[src/rtl/pe_lsu_ctrl_if.sv]
// Data-memory request/acknowledge bus between the PE load/store sequencer
// and data memory.
interface pe_lsu_ctrl_if #(
  parameter int unsigned XLEN = 32
) ();
  logic                mem_req;
  logic                mem_we;
  logic [XLEN-1:0]     mem_addr;
  logic [XLEN-1:0]     mem_wdata;
  logic [XLEN/8-1:0]   mem_be;
  logic                mem_ack;
  logic [XLEN-1:0]     mem_rdata;

  modport master (
    output mem_req, mem_we, mem_addr, mem_wdata, mem_be,
    input  mem_ack, mem_rdata
  );

  modport slave (
    input  mem_req, mem_we, mem_addr, mem_wdata, mem_be,
    output mem_ack, mem_rdata
  );
endinterface

[src/rtl/pe_lsu_ctrl.sv]
// PE load/store sequencer: forms the effective address, checks legality and
// alignment, runs a bounded req/ack memory transaction, extends load data.
module pe_lsu_ctrl #(
  parameter int unsigned XLEN    = 32,
  parameter int unsigned TIMEOUT = 255
) (
  input  logic              clk,
  input  logic              rst_n,
  input  logic              start,
  input  logic              is_store,
  input  logic [2:0]        funct3,
  input  logic [XLEN-1:0]   base,
  input  logic [11:0]       imm12,
  input  logic [XLEN-1:0]   store_data,
  input  logic [4:0]        rd,
  output logic              busy,
  output logic              done,
  output logic              fault,
  output logic [1:0]        fault_cause,
  output logic [4:0]        rd_out,
  output logic              rd_write,
  output logic [XLEN-1:0]   rd_data,
  pe_lsu_ctrl_if.master     mem
);

  localparam int unsigned NB     = XLEN / 8;
  localparam int unsigned LANE_W = $clog2(NB);
  localparam int unsigned CNT_W  = 16;

  localparam logic [1:0] CAUSE_MISALIGN = 2'b01;
  localparam logic [1:0] CAUSE_ILLEGAL  = 2'b10;
  localparam logic [1:0] CAUSE_TIMEOUT  = 2'b11;

  typedef enum logic [2:0] {
    S_IDLE,
    S_CHECK,
    S_REQ,
    S_RESP,
    S_FAULT
  } state_e;

  state_e            state_q, state_d;

  logic              op_store_q, op_store_d;
  logic [2:0]        funct3_q, funct3_d;
  logic [XLEN-1:0]   base_q, base_d;
  logic [11:0]       imm_q, imm_d;
  logic [XLEN-1:0]   sdata_q, sdata_d;
  logic [4:0]        rd_q, rd_d;
  logic [CNT_W-1:0]  cnt_q, cnt_d;
  logic [CNT_W-1:0]  cnt_inc;

  logic              busy_q, busy_d;
  logic              done_q, done_d;
  logic              fault_q, fault_d;
  logic [1:0]        fault_cause_q, fault_cause_d;
  logic              mem_req_q, mem_req_d;
  logic              mem_we_q, mem_we_d;
  logic [XLEN-1:0]   mem_addr_q, mem_addr_d;
  logic [XLEN-1:0]   mem_wdata_q, mem_wdata_d;
  logic [NB-1:0]     mem_be_q, mem_be_d;
  logic [4:0]        rd_out_q, rd_out_d;
  logic              rd_write_q, rd_write_d;
  logic [XLEN-1:0]   rd_data_q, rd_data_d;

  logic [XLEN-1:0]   ea;
  logic [LANE_W-1:0] lane;
  logic [1:0]        size;
  logic              illegal;
  logic              misaligned;
  logic [NB-1:0]     be_mask;
  logic [XLEN-1:0]   lane_rdata;
  logic [XLEN-1:0]   load_ext;

  // Address, access checks and lane steering from the latched operands.
  always_comb begin
    ea   = base_q + XLEN'($signed(imm_q));
    lane = ea[LANE_W-1:0];
    size = funct3_q[1:0];

    if (op_store_q) begin
      illegal = funct3_q[2] || (XLEN == 32 && size == 2'd3);
    end else begin
      illegal = (funct3_q == 3'b111) ||
                (XLEN == 32 && (funct3_q == 3'b011 || funct3_q == 3'b110));
    end

    unique case (size)
      2'd0:    misaligned = 1'b0;
      2'd1:    misaligned = ea[0];
      2'd2:    misaligned = |ea[1:0];
      default: misaligned = |ea[2:0];
    endcase

    unique case (size)
      2'd0:    be_mask = NB'(1);
      2'd1:    be_mask = NB'(3);
      2'd2:    be_mask = NB'(15);
      default: be_mask = '1;
    endcase

    lane_rdata = mem.mem_rdata >> {lane, 3'b000};

    // funct3[2] selects zero extension (LBU/LHU/LWU).
    unique case (size)
      2'd0: begin
        if (funct3_q[2]) load_ext = XLEN'(lane_rdata[7:0]);
        else             load_ext = XLEN'($signed(lane_rdata[7:0]));
      end
      2'd1: begin
        if (funct3_q[2]) load_ext = XLEN'(lane_rdata[15:0]);
        else             load_ext = XLEN'($signed(lane_rdata[15:0]));
      end
      2'd2: begin
        if (funct3_q[2]) load_ext = XLEN'(lane_rdata[31:0]);
        else             load_ext = XLEN'($signed(lane_rdata[31:0]));
      end
      default: load_ext = lane_rdata;
    endcase
  end

  // Next-state and registered-output logic.
  always_comb begin
    state_d       = state_q;
    op_store_d    = op_store_q;
    funct3_d      = funct3_q;
    base_d        = base_q;
    imm_d         = imm_q;
    sdata_d       = sdata_q;
    rd_d          = rd_q;
    cnt_d         = cnt_q;
    cnt_inc       = cnt_q + CNT_W'(1);
    fault_cause_d = fault_cause_q;
    mem_we_d      = mem_we_q;
    mem_addr_d    = mem_addr_q;
    mem_wdata_d   = mem_wdata_q;
    mem_be_d      = mem_be_q;
    rd_out_d      = rd_out_q;
    rd_data_d     = rd_data_q;
    rd_write_d    = 1'b0;

    unique case (state_q)
      S_IDLE: begin
        if (start) begin
          op_store_d    = is_store;
          funct3_d      = funct3;
          base_d        = base;
          imm_d         = imm12;
          sdata_d       = store_data;
          rd_d          = rd;
          fault_cause_d = 2'b00;
          state_d       = S_CHECK;
        end
      end
      S_CHECK: begin
        if (illegal) begin
          fault_cause_d = CAUSE_ILLEGAL;
          state_d       = S_FAULT;
        end else if (misaligned) begin
          fault_cause_d = CAUSE_MISALIGN;
          state_d       = S_FAULT;
        end else begin
          cnt_d       = '0;
          mem_we_d    = op_store_q;
          mem_addr_d  = ea & ~XLEN'(NB - 1);
          mem_wdata_d = op_store_q ? (sdata_q << {lane, 3'b000}) : '0;
          mem_be_d    = op_store_q ? (be_mask << lane) : '1;
          state_d     = S_REQ;
        end
      end
      S_REQ: begin
        // An ack on the timeout edge still completes the access.
        if (mem.mem_ack) begin
          state_d = S_RESP;
          if (!op_store_q) begin
            rd_data_d  = load_ext;
            rd_out_d   = rd_q;
            rd_write_d = (rd_q != 5'd0);
          end
        end else if (cnt_inc == CNT_W'(TIMEOUT)) begin
          fault_cause_d = CAUSE_TIMEOUT;
          state_d       = S_FAULT;
        end else begin
          cnt_d = cnt_inc;
        end
      end
      S_RESP:  state_d = S_IDLE;
      S_FAULT: state_d = S_IDLE;
      default: state_d = S_IDLE;
    endcase

    busy_d    = (state_d != S_IDLE);
    done_d    = (state_d == S_RESP);
    fault_d   = (state_d == S_FAULT);
    mem_req_d = (state_d == S_REQ);
  end

  always_ff @(posedge clk or negedge rst_n) begin
    if (!rst_n) begin
      state_q       <= S_IDLE;
      op_store_q    <= 1'b0;
      funct3_q      <= '0;
      base_q        <= '0;
      imm_q         <= '0;
      sdata_q       <= '0;
      rd_q          <= '0;
      cnt_q         <= '0;
      busy_q        <= 1'b0;
      done_q        <= 1'b0;
      fault_q       <= 1'b0;
      fault_cause_q <= '0;
      mem_req_q     <= 1'b0;
      mem_we_q      <= 1'b0;
      mem_addr_q    <= '0;
      mem_wdata_q   <= '0;
      mem_be_q      <= '0;
      rd_out_q      <= '0;
      rd_write_q    <= 1'b0;
      rd_data_q     <= '0;
    end else begin
      state_q       <= state_d;
      op_store_q    <= op_store_d;
      funct3_q      <= funct3_d;
      base_q        <= base_d;
      imm_q         <= imm_d;
      sdata_q       <= sdata_d;
      rd_q          <= rd_d;
      cnt_q         <= cnt_d;
      busy_q        <= busy_d;
      done_q        <= done_d;
      fault_q       <= fault_d;
      fault_cause_q <= fault_cause_d;
      mem_req_q     <= mem_req_d;
      mem_we_q      <= mem_we_d;
      mem_addr_q    <= mem_addr_d;
      mem_wdata_q   <= mem_wdata_d;
      mem_be_q      <= mem_be_d;
      rd_out_q      <= rd_out_d;
      rd_write_q    <= rd_write_d;
      rd_data_q     <= rd_data_d;
    end
  end

  assign busy          = busy_q;
  assign done          = done_q;
  assign fault         = fault_q;
  assign fault_cause   = fault_cause_q;
  assign rd_out        = rd_out_q;
  assign rd_write      = rd_write_q;
  assign rd_data       = rd_data_q;
  assign mem.mem_req   = mem_req_q;
  assign mem.mem_we    = mem_we_q;
  assign mem.mem_addr  = mem_addr_q;
  assign mem.mem_wdata = mem_wdata_q;
  assign mem.mem_be    = mem_be_q;

endmodule
[src/flat_wrapper.sv]
// flat-port wrapper written by rule: the top's interface ports become plain ports
module pe_lsu_ctrl_flat 
#(
  parameter int unsigned XLEN    = 32,
  parameter int unsigned TIMEOUT = 255
)
  (clk, rst_n, start, is_store, funct3, base, imm12, store_data, rd, busy, done, fault, fault_cause, rd_out, rd_write, rd_data, mem_mem_req, mem_mem_we, mem_mem_addr, mem_mem_wdata, mem_mem_be, mem_mem_ack, mem_mem_rdata);
  pe_lsu_ctrl_if #(.XLEN(XLEN)) mem_i ();
  input  logic clk;
  input  logic rst_n;
  input  logic start;
  input  logic is_store;
  input  logic [2:0] funct3;
  input  logic [XLEN-1:0] base;
  input  logic [11:0] imm12;
  input  logic [XLEN-1:0] store_data;
  input  logic [4:0] rd;
  output logic busy;
  output logic done;
  output logic fault;
  output logic [1:0] fault_cause;
  output logic [4:0] rd_out;
  output logic rd_write;
  output logic [XLEN-1:0] rd_data;
  output wire logic [$bits(mem_i.mem_req)-1:0] mem_mem_req;
  output wire logic [$bits(mem_i.mem_we)-1:0] mem_mem_we;
  output wire logic [$bits(mem_i.mem_addr)-1:0] mem_mem_addr;
  output wire logic [$bits(mem_i.mem_wdata)-1:0] mem_mem_wdata;
  output wire logic [$bits(mem_i.mem_be)-1:0] mem_mem_be;
  input wire logic [$bits(mem_i.mem_ack)-1:0] mem_mem_ack;
  input wire logic [$bits(mem_i.mem_rdata)-1:0] mem_mem_rdata;
  assign mem_mem_req = mem_i.mem_req;
  assign mem_mem_we = mem_i.mem_we;
  assign mem_mem_addr = mem_i.mem_addr;
  assign mem_mem_wdata = mem_i.mem_wdata;
  assign mem_mem_be = mem_i.mem_be;
  assign mem_i.mem_ack = mem_mem_ack;
  assign mem_i.mem_rdata = mem_mem_rdata;
  pe_lsu_ctrl #(.XLEN(XLEN), .TIMEOUT(TIMEOUT)) u_core (.clk(clk), .rst_n(rst_n), .start(start), .is_store(is_store), .funct3(funct3), .base(base), .imm12(imm12), .store_data(store_data), .rd(rd), .busy(busy), .done(done), .fault(fault), .fault_cause(fault_cause), .rd_out(rd_out), .rd_write(rd_write), .rd_data(rd_data), .mem(mem_i));
endmodule
[config.mk]
export PLATFORM = sky130hd
export DESIGN_NAME = pe_lsu_ctrl_flat
export DESIGN_NICKNAME = d
export VERILOG_FILES = /design/src/rtl/pe_lsu_ctrl_if.sv /design/src/rtl/pe_lsu_ctrl.sv /design/src/flat_wrapper.sv
export SDC_FILE = /design/constraint.sdc
export NUM_CORES = 1
export LEC_CHECK = 0
export BUFFER_PORTS_ARGS = -buffer_cell sky130_fd_sc_hd__buf_2
export CAP_MARGIN = 25
export CORE_MARGIN = 4
export CORE_UTILIZATION = 40
export DETAILED_ROUTE_END_ITERATION = 8
export GPL_TIMING_DRIVEN = 1
export HOLD_SLACK_MARGIN = 0.05
export SYNTH_ARGS = -nofsm -noshare
export SYNTH_HDL_FRONTEND = slang
export SYNTH_SLANG_ARGS = --single-unit
[constraint.sdc]
create_clock -name clk -period 5 [get_ports clk]
set_clock_uncertainty 0.05 [all_clocks]
set_input_delay 1 -clock clk [delete_from_list [all_inputs] [get_ports clk]]
set_output_delay 1 -clock clk [all_outputs]
set_load 0.01 [all_outputs]
-- Yosys cells after proc, flatten, opt, wreduce, memory -nomap -nowiden
Index checks and enable logic that the tools add are counted.
- output and inout port bits: 113
- register bits: 215
- logic and storage cells: 91
- bits in writable memories: 0
- ROM bits: 0
- input bits: 121
- bits in latches: 0
- memories kept: 0
- shifts and indexed selects: 3
- multiply operators: 0
- reductions and logical operators: 16
- $add $sub $neg: 2
- mux-type cells: 28
- equality and inequality tests: 19
- magnitude comparators: 0
- bitwise operators: 3
- div/mod/pow operators: 0
- operators by type and width (kind ; number):
    $mux 32 ; 3
    $mux 16 ; 4
    $pmux 32 s2 ; 1
    $add 32x32->32 ; 1
    $pmux 16 s2 ; 1
    $shl 32x5->32 ; 1
    $shr 32x5->32 ; 1
    $add 16x1->16 const B ; 1
    $eq 16x8->1 const B ; 1
    $mux 3 ; 5
    $eq 3x2->1 const B ; 4
    $mux 2 ; 5
    $ne 2x2->1 const B ; 5
    $reduce_and 5->1 ; 2
    $eq 3x3->1 const B ; 3
    $pmux 3 s3 ; 1
    $pmux 4 s2 ; 1
    $pmux 2 s3 ; 1
    $reduce_and 3->1 ; 2
    $reduce_bool 3->1 ; 2
    $reduce_bool 5->1 ; 1
    $eq 2x2->1 const B ; 2
    $mux 1 ; 4
    $mux 4 ; 1
    14 further kinds ; 18

-- Longest topological paths before layout
Gate-level depths: netlist of run 1.
- depth in word-level cells: 7
- depth in mapped cells: 13
- depth with buffers taken out: 11

-- Worst setup path before layout of run 1
No wires, ideal clock.
- path type: register to register
- from: register u_core.imm_q[0]
- to: register u_core.rd_data_q[16], in the netlist u_core.rd_data[16]
- stages on the path, launching flop included: 11
- path slack: 2096 ps
- arrival time: 2789 ps
- data required time: 4885 ps
- clock period less this slack: 2904 ps
- buffers on the path: 2
- setup time: 65 ps
- cells stage by stage: dfrtp_1 ha_1 inv_1 fa_1 clkbuf_1 nor2_1 a22o_1 mux2i_1 o31ai_1 clkbuf_1 o22a_1
- cells in the longest elaborated chain, start to end: 4
- elaborated cells on any way between the ends: 5
- those cells by class: 1 x add/sub; 1 x shift; 3 x mux
- ends and longest elaborated chain (what ; RTL line ; RTL):
    start, declared ; pe_lsu_ctrl.sv:47 ; logic [11:0] imm_q, imm_d;
    start signal, assigned ; pe_lsu_ctrl.sv:225 ; imm_q <= imm_d;
    $add 32x32->32 (*) ; pe_lsu_ctrl.sv:77 ; ea = base_q + XLEN'($signed(imm_q));
    $shr 32x5->32 (*) ; pe_lsu_ctrl.sv:102 ; lane_rdata = mem.mem_rdata >> {lane, 3'b000};
    $mux 32, on equally long branches ; pe_lsu_ctrl.sv:111, pe_lsu_ctrl.sv:107 ;
    $pmux 32 s2 (*) ; pe_lsu_ctrl.sv:105 ; unique case (size)
    end signal, assigned ; pe_lsu_ctrl.sv:240 ; rd_data_q <= rd_data_d;
    end, declared ; pe_lsu_ctrl.sv:64 ; logic [XLEN-1:0] rd_data_q, rd_data_d;
Mark *: on every way between the ends. The rest lies on a longest branch, timed or not.
A chain may end at the register's enable or synchronous reset.

-- Worst setup path in the final report of run 1
- from: register u_core.imm_q[0]
- to: register u_core.cnt_q[15]
- cells in the longest elaborated chain, start to end: 5
- elaborated cells on any way between the ends: 6
- those cells by class: 1 x add/sub; 1 x eq/ne; 1 x mux; 3 x reduce/logical
- ends and longest elaborated chain (what ; RTL line ; RTL):
    $add 32x32->32 (*) ; pe_lsu_ctrl.sv:77 ;
    $reduce_or 3->1 / $reduce_or 2->1 (equally long branches) ; pe_lsu_ctrl.sv:92, pe_lsu_ctrl.sv:91 ;
    $pmux 1 s3 (*) ; pe_lsu_ctrl.sv:88 ; unique case (size)
    $ne 2x2->1 (no source line) (*) ; -- ;
    $reduce_and 5->1 (no source line) (*) ; -- ;
    end signal, assigned ; pe_lsu_ctrl.sv:228 ; cnt_q <= cnt_d;
    end, declared ; pe_lsu_ctrl.sv:50 ; logic [CNT_W-1:0] cnt_q, cnt_d;
Marks and branches as above.

==> reports/results.tsv, run 1 <==
stage	metric	value	unit
placement	Post-DP Area	12700	um^2
synthesis	most numerous cell in the Yosys netlist	nand2_1	
die	Die H	176	um
critical_path	Setup CP Type	flip-flop to flip-flop	
route	total number of vias	9670	
min_path	hold path depth	2	
clock_tree	clock sink total	215	
critical_path	Slowest Stage Delay on Critical Path	0.84	ns
critical_path	Worst Reg-to-Reg Cells	9	
critical_path	Worst Setup End Kind	flip-flop	
critical_path	Crit path arrival time	4.18	ns
synthesis	synth unique cells	70	
synthesis	Post-Syn Instances	1263	
power	power per cell area	750	nW/um^2
job	max-cap violations	0	
clock_tree	Post CTS Setup Buffer Count	0	
die	Top Ports	234	
timing	fin. max-slew vios	0	
route	routed len/inst	17.0	um
placement	port bufs	231	
power	Peak VDD IR	0.412	mV
timing	setup tns final	0	ns
timing	Final Hold Viols	0	
die	die area	30900	um^2
timing	Tcrit/Tclk final	0.757	
min_path	hold path endpoint	u_core.mem.mem_wdata[5]	
cells_and_area	share of layout cells above drive strength 1	0.230	
clock_tree	CTS clk-pin slew, worst paths	0.06	ns
clock_tree	Max clock buf depth	3	
critical_path	r2r startpoint	u_core.imm_q[0]	
clock_tree	CTS tree	built	
critical_path	r2r endpoint	u_core.cnt_q[15]	
clock_tree	worst-skew pair later-pin latency	0.55	ns
timing	fin worst setup slack	1.21	ns
min_path	critical hold path startpoint	u_core.mem.mem_wdata[5]	
grt	GRT Total Usage	0.200	
die	die width	176	um
synthesis	most frequent cells after synthesis	nand2_1, dfrtp_1, o21ai_0	
route	routed wire length	31.7	mm
synthesis	share of the synthesized area in the top cell type	0.478	
cells_and_area	fin nets	1616	
synthesis	largest cells by area after synthesis	dfrtp_1, nand2_1, mux2i_1	
critical_path	Req. time, crit path	5.40	ns
timing	fin crit period	3.79	ns
grt	vias in the first global route	9478	
run_status	outcome	finished, final reports clean	
cells_and_area	area grow syn2layout	21.8	%
synthesis	largest area contributor in the netlist	dfrtp_1	
timing	RSZ-0062 raised after global routing	false	
placement	Post-DP HPWL	22.8	mm
critical_path	Slowest-stage cell, CP	ha_2	
grt	largest net degree at the start of global routing	120	
min_path	Hold Path Class	flip-flop to flip-flop	
grt	first-pass GRT wire length	50.6	mm
synthesis	Post-Syn Area	11300	um^2
synthesis	Most used DFF post-synth	dfrtp_1	
synthesis	number of synthesized flops with an enable pin	0	
route	Routed Antenna Nets	0	
cells_and_area	post-route cell area	13700	um^2
timing	f_max	264	MHz
synthesis	Yosys reg bits	215	
route	vias per cell	5.19	
route	Pre-antenna DRT Iters	5	
power	static leakage	6.82	nW
synthesis	Synth Area per Inst	8.91	um^2
clock_tree	H-Tree Depth	1	
route	DRC viols	0	
cells_and_area	final core occ	0.493	
clock_tree	CTS Hold Bufs	0	
synthesis	Seq/Total Area, Yosys	0.478	
critical_path	CP max FO	82	
clock_tree	clock root buffer	clkbuf_16	
die	starting density of the core	0.405	
placement	pre-CTS setup slack	1.23	ns
critical_path	kind of cell adding the most delay to the critical path	simple AND/OR/NAND/NOR gates	
clock_tree	Post-CTS Resized	0	
cells_and_area	Non-Filler Instances	1862	
route	DR iter-0 viols	655	
critical_path	CP Buf/Inv Count	0	
timing	slew margin rel.	0.333	
timing	Setup-failing EPs final	0	
die	num rows	61	
grt	antenna violations before repair	3	
grt	total gr overflow	0	
placement	GPL Wtd Cong	0.896	
critical_path	CP startpoint kind	flip-flop	
critical_path	FF-to-FF setup slack	1.21	ns
clock_tree	total CTS buffers	27	
critical_path	CP cell instances	ha_2, nand2b_1, nor3_1, a21oi_1, or3_4, nand4b_1, o221ai_2, o21ai_0, o31ai_1	
synthesis	Ys Warns	0	
die	core area	27800	um^2
placement	post-placement cell count	1810	
timing	Worst-Margin Slew	1.00	ns
synthesis	ys async rst share	1.00	
## logic make-up (layout without fill, tap and decap cells)
group | Yosys count | after routing | share of synthesized area
compound gates | 252 | 252 | 0.143
xor+xnor | 27 | 27 | 0.0210
fa+ha+maj | 34 | 34 | 0.0385
buf+inv | 96 | 314 | 0.0341
flops | 215 | 215 | 0.478
mux | 73 | 73 | 0.0683
other cells | 1 | 4 | 0.000333
simple gates | 565 | 565 | 0.217
## layout make-up
type	instances	area, um^2
antenna	2	5.00
fill	2736	14100
multi-input combinational	953	5530
clock inverter	14	200
sequential	215	5380
clock buffer	36	759
timing repair buffer	244	1280
inverter	20	75.1
tap	378	473
## placed cells by master (no fill, tap or decap), types with 13 or more instances in the layout
cell type	netlist	final
nand2_1	369	369
buf_2	7	230
dfrtp_1	215	215
o21ai_0	75	75
nor2_1	72	71
a21oi_1	56	56
mux2i_1	43	43
nand3_1	34	34
ha_1	33	32
mux2_2	30	30
clkbuf_16	0	27
o31ai_1	26	25
inv_1	19	19
nand2b_1	19	19
a22oi_1	15	15
xor2_1	14	14
xnor2_1	13	13
## worst max-delay path by stage
stage / cells after the start / slack [ns] / startpoint / endpoint
floorplan: 10 / 2.10 / u_core.imm_q[0] / u_core.rd_data[16]
global placement: 9 / 1.43 / u_core.base_q[0] / u_core.cnt_q[11]
CTS: 9 / 1.25 / u_core.imm_q[0] / u_core.cnt_q[15]
detailed placement: 9 / 1.23 / u_core.imm_q[0] / u_core.cnt_q[15]
global route: 9 / 0.91 / u_core.base_q[0] / u_core.cnt_q[15]
finish: 9 / 1.21 / u_core.imm_q[0] / u_core.cnt_q[15]
## worst register-to-register path: stages, from the launching register on
cell and delay [ns]:
dfrtp_1 0.39, ha_2 0.84, nand2b_1 0.25, nor3_1 0.06, a21oi_1 0.29, or3_4 0.68
nand4b_1 0.28, o221ai_2 0.56, o21ai_0 0.21, o31ai_1 0.10
## report_power, final
part	switching, mW	internal, mW	leakage, nW
clock	0.778	1.28	0.464
combinational	3.13	2.06	3.65
sequential	0.560	2.47	2.71
## state kept, by name, indices dropped and copies added, names as in the netlist, 2 cells and up
name	flops
u_core.base_q	32
u_core.cnt_q	16
u_core.fault_cause	2
u_core.funct3_q	3
u_core.imm_q	12
u_core.mem.mem_addr	30
u_core.mem.mem_be	4
u_core.mem.mem_wdata	32
u_core.rd_data	32
u_core.rd_out	5
u_core.rd_q	5
u_core.sdata_q	32
u_core.state_q	3
## per-stage QoR
step | hold WS (ns) | total power, mW
5_1_grt | 0.445 | 11.1
3_3_place_gp | 0.409 | 8.16
4_1_cts | 0.427 | 10.4
2_1_floorplan | 0.395 | 6.68
3_5_place_dp | 0.412 | 8.26
6_report | 0.422 | 10.3
## per-layer routing
layer | track usage | routed length [um]
met1 | 0.275 | 14200
met2 | 0.318 | 14300
met3 | 0.0553 | 2430
met4 | 0.0439 | 664
met5 | 0 | 47
No activity file was read; power rests on OpenSTA's default activity.
==> run 2, diff against run 1 <==
==> constraint.sdc (replaced) <==
create_clock -name clk -period 3.6 [get_ports clk]
set_clock_uncertainty 0.05 [all_clocks]
set_input_delay 0.72 -clock clk [delete_from_list [all_inputs] [get_ports clk]]
set_output_delay 0.72 -clock clk [all_outputs]
set_load 0.01 [all_outputs]
==> run 2 against run 1 <==
Critical path depth did not move. Fmax rose by 15%. Final area fell by 0.13%. Sequential share of layout area rose by 0.050 points. Core utilization fell by 0.063 points.
==> reports/results.tsv, run 2 (synthesized netlist as in run 1, its figures left out) <==
stage	metric	value	unit	change
cells_and_area	fin nets	1627		was 1616
grt	vias in the first global route	9538		was 9478
timing	setup tns final	0	ns	unchanged
clock_tree	CTS clk-pin slew, worst paths	0.06	ns	about the same
critical_path	Slowest-stage cell, CP	dfrtp_1		was ha_2
critical_path	kind of cell adding the most delay to the critical path	simple AND/OR/NAND/NOR gates		unchanged
placement	Post-DP HPWL	23.3	mm	was 22.8 mm
power	Peak VDD IR	0.485	mV	was 0.412 mV
timing	fin. max-slew vios	0		unchanged
clock_tree	Post CTS Setup Buffer Count	0		unchanged
critical_path	CP Buf/Inv Count	0		unchanged
cells_and_area	fill cell count	2781		was 2736
min_path	Hold Path Class	input pin to async pin		was flip-flop to flip-flop
critical_path	Crit path arrival time	3.65	ns	was 4.18 ns
timing	fin worst setup slack	0.306	ns	was 1.21 ns
power	power per cell area	1030	nW/um^2	was 750 nW/um^2
cells_and_area	area grow syn2layout	21.6	%	was 21.8%
timing	f_max	304	MHz	was 264 MHz
critical_path	Req. time, crit path	3.96	ns	was 5.40 ns
timing	Worst-Margin Slew	0.960	ns	was 1.00 ns
timing	Setup-failing EPs final	0		unchanged
die	core area	27800	um^2	unchanged
die	num rows	61		unchanged
die	Die H	176	um	unchanged
route	DRC viols	0		unchanged
route	total number of vias	9659		was 9670
cells_and_area	final core occ	0.493		about the same
power	switching share of power	0.438		was 0.435
power	sequential share of power	0.299		was 0.295
power	Power Internal	7.92	mW	was 5.81 mW
job	max-cap violations	0		unchanged
critical_path	CP Depth	9		unchanged
power	static leakage	6.82	nW	about the same
critical_path	Worst Reg-to-Reg Cells	9		unchanged
clock_tree	Post-CTS Resized	0		unchanged
power	Pwr Total	14.1	mW	was 10.3 mW
power	Clk network pwr share	0.184		was 0.200
timing	RSZ-0062 raised after global routing	false		unchanged
route	vias per cell	5.17		was 5.19
route	Pre-antenna DRT Iters	7		was 5
cells_and_area	leading cell types in the layout, fill and taps excluded	nand2_1, buf_2, dfrtp_1		unchanged
clock_tree	clock sink total	215		unchanged
run_status	outcome	finished, final reports clean		unchanged
clock_tree	H-Tree Depth	1		unchanged
placement	port bufs	231		unchanged
timing	Tcrit/Tclk final	0.915		was 0.757
clock_tree	clock root buffer	clkbuf_16		unchanged
placement	pre-CTS setup slack	0.390	ns	was 1.23 ns
critical_path	CP startpoint kind	flip-flop		unchanged
die	die width	176	um	unchanged
critical_path	Worst Setup End Kind	flip-flop		unchanged
cells_and_area	share of layout cells above drive strength 1	0.233		was 0.230
cells_and_area	commonest non-fill, non-tap cell in the layout	nand2_1		unchanged
die	die area	30900	um^2	unchanged
clock_tree	CTS tree	built		unchanged
power	Combinational Power Share	0.517		was 0.505
clock_tree	Max clock buf depth	3		unchanged
cells_and_area	Non-Filler Instances	1870		was 1862
clock_tree	total CTS buffers	26		was 27
grt	largest net degree at the start of global routing	89		was 120
route	Routed Antenna Nets	0		unchanged
grt	GRT Total Usage	0.201		was 0.200
critical_path	CP max FO	18		was 82
critical_path	CP cell instances	ha_1, nand3_1, nor2_1, nand2_1, nor4_1, o31ai_1, a21boi_0, o21ai_0, a221o_1		was ha_2, nand2b_1, nor3_1, a21oi_1, or3_4, nand4b_1, o221ai_2, o21ai_0, o31ai_1
critical_path	Setup CP Type	flip-flop to flip-flop		unchanged
route	routed len/inst	17.0	um	about the same
die	Top Ports	234		unchanged
placement	post-placement cell count	1822		was 1810
timing	slew margin rel.	0.360		was 0.333
grt	first-pass GRT wire length	50.9	mm	was 50.6 mm
placement	GPL Wtd Cong	0.895		was 0.896
clock_tree	worst-skew pair later-pin latency	0.53	ns	was 0.55 ns
grt	antenna violations before repair	3		unchanged
clock_tree	CTS Hold Bufs	0		unchanged
timing	Final Hold Viols	0		unchanged
route	DR iter-0 viols	665		was 655
power	Psw	6.18	mW	was 4.47 mW
grt	total gr overflow	0		unchanged
route	routed wire length	31.8	mm	was 31.7 mm
timing	fin crit period	3.29	ns	was 3.79 ns
die	starting density of the core	0.405		unchanged
critical_path	Slowest Stage Delay on Critical Path	0.66	ns	was 0.84 ns
run 2: cell types whose count changed in the layout (fill, tap and decap cells not counted), sizes merged:
cell    previous run  this run
buf              244       256
bufinv             4         2
clkinv             7         5
clkbuf            36        37
inv               20        19
run 2: through the flow:
stage,hold WS [ns],instance area (um^2)
2_1_floorplan,0.374,11300
3_3_place_gp,0.410,12800
3_5_place_dp,0.414,12800
5_1_grt,0.127,13700
4_1_cts,0.108,13700
6_report,0.0841,13700
run 2: worst paths after layout:
check | slack, ns | start | to
hold / removal | 0.08 | rst_n | u_core.base_q[21]
hold reg to reg | 0.42 | u_core.mem.mem_addr[7] | u_core.mem.mem_addr[7]
min in group clk | 0.32 | store_data[23] | u_core.sdata_q[23]
setup reg to reg | 0.31 | u_core.imm_q[11] | u_core.mem.mem_addr[31]
max in group asynchronous | 2.49 | rst_n | u_core.rd_data[25]
setup / recovery | 0.31 | u_core.imm_q[11] | u_core.mem.mem_addr[31]
run 2: metal layers:
layer  part of all wire  routed length (um)  up-vias  track usage
li1                   -                   -     4788            -
met5             0.0013                  41        -            0
met1               0.45               14200     4572        0.273
met3              0.076                2410       53       0.0631
met2               0.45               14500      240        0.319
met4              0.023                 727        6       0.0416
run 2: layout make-up:
class	count	area (um^2)	area share
multi-input cells	953	5530	0.404
diodes	2	5.00	0.000366
clock inverters	9	114	0.00832
flip-flops and latches	215	5380	0.393
well taps	378	473	0.0346
inverters	20	75.1	0.00548
repair buffers	256	1370	0.0998
clock buffers	37	742	0.0542
run 2: power by group through the flow:
stage	clock network, mW	registers [mW]	logic (mW)
3_5_place_dp	0	4.25	7.30
3_3_place_gp	0	4.23	7.23
2_1_floorplan	0	4.21	5.06
4_1_cts	2.67	4.22	7.33
5_1_grt	2.77	4.35	8.17
6_report	2.60	4.21	7.28
